[src/rtl/pipe_skid_stage_if.sv]
// Valid/ready/data channel used on both sides of pipe_skid_stage.
// master drives valid/data, slave drives ready.
interface pipe_skid_stage_if #(
    parameter int unsigned W = 6
) ();
    logic         valid;
    logic         ready;
    logic [W-1:0] data;

    modport master (output valid, output data, input ready);
    modport slave (input valid, input data, output ready);
endinterface

[src/rtl/pipe_skid_stage.sv]
// Elastic valid/ready register with one skid entry, feeding the delay line dataIn/en_n.
// Optional synchronous flush port enabled by defining PIPE_SKID_FLUSH_EN.
module pipe_skid_stage #(
    parameter int unsigned                 BIT_WIDTH  = 2,
    parameter int unsigned                 DEPTH      = 3,
    parameter logic [BIT_WIDTH*DEPTH-1:0]  RESET_DATA = '0
) (
    input  logic                    clk,
    input  logic                    rst_n,
`ifdef PIPE_SKID_FLUSH_EN
    input  logic                    flush,
`endif
    pipe_skid_stage_if.slave        in_if,
    pipe_skid_stage_if.master       out_if,
    output logic                    out_en_n,
    output logic [1:0]              occupancy
);
    localparam int unsigned W = BIT_WIDTH * DEPTH;

    typedef enum logic [1:0] {
        StEmpty = 2'd0,
        StBusy  = 2'd1,
        StFull  = 2'd2
    } state_e;

    state_e         state_q, state_d;
    logic           in_ready_q, in_ready_d;
    logic [W-1:0]   main_q, main_d;
    logic [W-1:0]   skid_q, skid_d;
    logic           in_fire, out_fire, out_valid, flush_now;

`ifdef PIPE_SKID_FLUSH_EN
    assign flush_now = flush;
`else
    assign flush_now = 1'b0;
`endif

    assign out_valid = (state_q != StEmpty);
    assign in_fire   = in_if.valid & in_ready_q;
    assign out_fire  = out_valid & out_if.ready;

    always_comb begin
        state_d = state_q;
        main_d  = main_q;
        skid_d  = skid_q;
        case (state_q)
            StEmpty: begin
                if (in_fire) begin
                    main_d  = in_if.data;
                    state_d = StBusy;
                end
            end
            StBusy: begin
                if (in_fire && out_fire) begin
                    main_d = in_if.data;
                end else if (in_fire) begin
                    skid_d  = in_if.data;
                    state_d = StFull;
                end else if (out_fire) begin
                    state_d = StEmpty;
                end
            end
            StFull: begin
                if (out_fire) begin
                    main_d  = skid_q;
                    state_d = StBusy;
                end
            end
            default: state_d = StEmpty;
        endcase
        // Flush drops held beats and any incoming beat but leaves data registers untouched.
        if (flush_now) begin
            state_d = StEmpty;
            main_d  = main_q;
            skid_d  = skid_q;
        end
        in_ready_d = (state_d != StFull);
    end

    always_ff @(posedge clk or negedge rst_n) begin
        if (!rst_n) begin
            state_q    <= StEmpty;
            in_ready_q <= 1'b1;
            main_q     <= RESET_DATA;
            skid_q     <= RESET_DATA;
        end else begin
            state_q    <= state_d;
            in_ready_q <= in_ready_d;
            main_q     <= main_d;
            skid_q     <= skid_d;
        end
    end

    assign in_if.ready  = in_ready_q;
    assign out_if.valid = out_valid;
    assign out_if.data  = main_q;
    assign occupancy    = state_q;
    assign out_en_n     = ~out_fire | flush_now;
endmodule

[src/flat_wrapper.sv]
// flat-port wrapper written by rule: the top's interface ports become plain ports
module pipe_skid_stage_flat 
#(
    parameter int unsigned                 BIT_WIDTH  = 2,
    parameter int unsigned                 DEPTH      = 3,
    parameter logic [BIT_WIDTH*DEPTH-1:0]  RESET_DATA = '0
)
  (clk, rst_n, out_en_n, occupancy, in_if_valid, in_if_data, in_if_ready, out_if_valid, out_if_data, out_if_ready);
  pipe_skid_stage_if #(.W((6))) in_if_i ();
  pipe_skid_stage_if #(.W((6))) out_if_i ();
  input  logic clk;
  input  logic rst_n;
  output logic out_en_n;
  output logic [1:0] occupancy;
  input wire logic [$bits(in_if_i.valid)-1:0] in_if_valid;
  input wire logic [$bits(in_if_i.data)-1:0] in_if_data;
  output wire logic [$bits(in_if_i.ready)-1:0] in_if_ready;
  output wire logic [$bits(out_if_i.valid)-1:0] out_if_valid;
  output wire logic [$bits(out_if_i.data)-1:0] out_if_data;
  input wire logic [$bits(out_if_i.ready)-1:0] out_if_ready;
  assign in_if_i.valid = in_if_valid;
  assign in_if_i.data = in_if_data;
  assign in_if_ready = in_if_i.ready;
  assign out_if_valid = out_if_i.valid;
  assign out_if_data = out_if_i.data;
  assign out_if_i.ready = out_if_ready;
  pipe_skid_stage #(.BIT_WIDTH(BIT_WIDTH), .DEPTH(DEPTH), .RESET_DATA(RESET_DATA)) u_core (.clk(clk), .rst_n(rst_n), .in_if(in_if_i), .out_if(out_if_i), .out_en_n(out_en_n), .occupancy(occupancy));
endmodule
[config.mk]
export PLATFORM = sky130hd
export DESIGN_NAME = pipe_skid_stage_flat
export DESIGN_NICKNAME = d
export VERILOG_FILES = /design/src/rtl/pipe_skid_stage_if.sv /design/src/rtl/pipe_skid_stage.sv /design/src/flat_wrapper.sv
export SDC_FILE = /design/constraint.sdc
export NUM_CORES = 1
export LEC_CHECK = 0
export ABC_AREA = 1
export CAP_MARGIN = 20
export CORE_ASPECT_RATIO = 1.1
export CORE_MARGIN = 2
export CORE_UTILIZATION = 50
export DETAILED_ROUTE_END_ITERATION = 8
export DONT_BUFFER_PORTS = 1
export GPL_TIMING_DRIVEN = 1
export PLACE_DENSITY_LB_ADDON = 0.05
export SETUP_SLACK_MARGIN = 0.15
export SYNTH_ARGS = -nofsm -noshare
export SYNTH_HDL_FRONTEND = slang
export SYNTH_SLANG_ARGS = --single-unit
[constraint.sdc]
create_clock -name clk -period 1 [get_ports clk]
set_input_delay 0.1 -clock clk [delete_from_list [all_inputs] [get_ports clk]]
set_output_delay 0.1 -clock clk [all_outputs]
set_load 0.02 [all_outputs]
==> flow_summary.yaml <==
worst_setup_path:
  critPathLaunchType: "register"
  endpoint_kind: "primary output"
  crit_fanout: 2
  crit_type: "register to primary output"
  cp.arrival_ns: 1.08
  cp_data_required_time_ns: 0.90
clock_network:
  cts_tree: "done"
  clk_pin_slew_ns: 0.09
  hold_buffers: 8
  clock_latency_ns: 0.28
  cts_root_buf: "clkbuf_4"
  cts_sinks: 15
  cts_buffer_depth: 2
  htreeDepth: 1
  cts-buffers-inserted: 3
finish:
  drive_gt1_frac: 0.4324
  antenna_cells: 0
  area_delta_synth_final_pct: 39.93
  final_nets: 122
  final_cell_count_no_fill: 127
routing:
  drtIter0Drc: 11
  drc_errors: 0
  ant_nets: 0
  drt-total-wl_um: 1645
  dr.pass1.iters: 4
  viasPerCell: 4.969
  wire_per_inst_um: 12.95
  vias: 631
sta:
  rsz0062_at_grt: "true"
  post-route-period-util: 1.184
  setup_violations: 19
  timing.final.ws_setup_ns: -0.1836
  hold_viol: 14
  whs_ns: -0.09072
  tightest_slew_ns: 0.6637
  fin_crit_ns: 1.184
  fin_skew_ns: 0.001374
  max_slew_margin: 0.5576
  drv_slew: 0
  fmax_mhz: 844.9
synth:
  synthAdderAreaFrac: 0
  synth.top_cells.by_area: "dfrtp_1, nand2_1, nand3_1"
  seq_area_frac_synth: 0.4967
  synth_compound_area_frac: 0.006601
  syn_area_um2: 758.2
  syn_inst: 89
  synth_top_area_frac: 0.4620
  muxShareOfSynthArea: 0
  ys_types: 13
  synthSimpleGateAreaFrac: 0.4472
  yosysTopAreaCell: "dfrtp_1"
  synth-warning-count: 0
  syn_nets: 99
  synth-seq-cells: 15
  synth_top_family_by_area: "simple AND/OR/NAND/NOR gates"
  avgSynthCellArea_um2: 8.519
  synth-xor-area-share: 0
pwr:
  peakVddDrop_uv: 1874
  p_leak_nw: 0.5377
  p_per_area_mw_per_mm2: 2928
die:
  core-area_mm2: 0.001401
  die_y_um: 44.84
  start_util: 0.5411
  die_width_um: 41.13
  die_area_mm2: 0.001844
  num_rows: 14
  pin_count: 21
place:
  io_buffers: 0
  place_ws_ns: -0.1088
  globalplace.congestion: 0.8578
  placed_cells: 110
  place_hpwl_um: 1089
status:
  status: "complete, but fails checks"
  failed_checks: "negative hold slack, negative setup slack"
hold_path:
  hp-class: "input pin to asynchronous set/reset pin"
grt:
  track_usage: 0.2147
  grt_pass1_wl_um: 2753
  grt_pass1_vias: 650
  antenna_found_initial: 0
  overflow: 0
  grt_start_max_net_pins: 16
run:
  cap_violations: 0
[cell families (layout without fill, tap and decap cells)]
group / count (synthesis) / count (layout)
AND/OR/NAND/NOR: 67 / 67
buffers and inverters: 6 / 28
flip-flops: 15 / 15
AO/OA/AOI/OAI: 1 / 1
[timing repair]
action / in CTS / in global routing
resized for setup: 17 / 10
pin swaps: 3 / 8
buffers inserted: 5 / 0
endpoints found under the setup margin: 24 / 39
endpoints found under the hold margin: 22 / 14
[cell usage after synthesis]
cell,count
buf_6,1
dfrtp_1,14
dfstp_2,1
inv_1,1
inv_2,1
inv_4,3
nand2_1,39
nand2_2,2
nand2_4,5
nand3_1,19
nand3_4,1
nor2_4,1
o21ai_1,1
[routing by layer]
| metal | vias up | GRT usage | routed length (µm) |
|---|---|---|---|
| met5 | - | 0 | 0 |
| met4 | 0 | 0.06452 | 0 |
| met3 | 0 | 0.02956 | 46 |
| met2 | 11 | 0.3531 | 827 |
| met1 | 286 | 0.2866 | 771 |
| li1 | 334 | - | - |
[worst max-delay path: stages, from the launching register on]
cell     delay, ns
dfrtp_2       0.46
inv_8         0.08
nand2_8       0.04
buf_6         0.13
nand2_4       0.08
[area by class of cell]
cell class	instances	area, µm²
Timing Repair Buffer	19	183.9
Inverter	5	33.78
Tap cell	16	20.02
Multi-Input combinational cell	68	409.1
Sequential cell	15	386.6
Clock inverter	1	5.005
Fill cell	98	340.3
Clock buffer	3	22.52
[flip-flops by register name (all words and copies together) (netlist names)]
register / count
u_core.out_if.data: 6
u_core.in_if.ready: 1
u_core.skid_q: 6
u_core.occupancy: 2
[power by group]
part | internal, mW | switching (mW)
registers | 0.914 | 0.378
logic | 0.653 | 0.814
clock network | 0.148 | 0.199
total | 1.72 | 1.39
[per-stage QoR]
stage / power (mW) / setup TNS, ns / cell area (µm²) / utilization
after global placement: 2.340 / -0.7639 / 835.8 / 0.5964
after detailed placement: 2.362 / -1.029 / 835.8 / 0.5964
after global routing: 3.331 / -3.774 / 1061 / 0.7571
after floorplan: 2.066 / -1.603 / 782.0 / -
final: 3.106 / -2.872 / 1061 / 0.7571
after CTS: 3.013 / -2.602 / 1032 / 0.7366
[final timing paths]
| path | end | start | slack [ns] | cells past startpoint |
|---|---|---|---|---|
| min in group clk | u_core.skid_q[0]$_DFFE_PN0P_ | out_if_ready | 0.03 | 3 |
| worst min-delay path | u_core.out_if.data[0]$_DFFE_PN0P_ | rst_n | -0.09 | 1 |
| worst max-delay path | out_en_n | u_core.occupancy[1]$_DFF_PN0_ | -0.18 | 4 |
| worst max register to register | u_core.out_if.data[0]$_DFFE_PN0P_ | u_core.occupancy[1]$_DFF_PN0_ | -0.18 | 7 |
| max in group asynchronous | u_core.occupancy[1]$_DFF_PN0_ | rst_n | 0.63 | 1 |
| worst min register to register | u_core.skid_q[0]$_DFFE_PN0P_ | u_core.skid_q[0]$_DFFE_PN0P_ | 0.49 | 2 |
[placed cells by master (no fill, tap or decap)]
cell            count
inv_1               1
nand3_4             1
buf_6               5
inv_8               1
nand2_8             2
nand3_1            19
dfrtp_2             8
o21ai_1             1
clkbuf_4            3
buf_4               6
inv_6               1
dfrtp_1             6
dlymetal6s4s_1      1
nand2_4             7
clkinv_2            1
dfstp_2             1
dlygate4sd3_1       7
nor2_4              1
nand2_2             9
nand2_1            28
inv_2               1
inv_4               1
No activity file was read; power rests on OpenSTA's default activity.
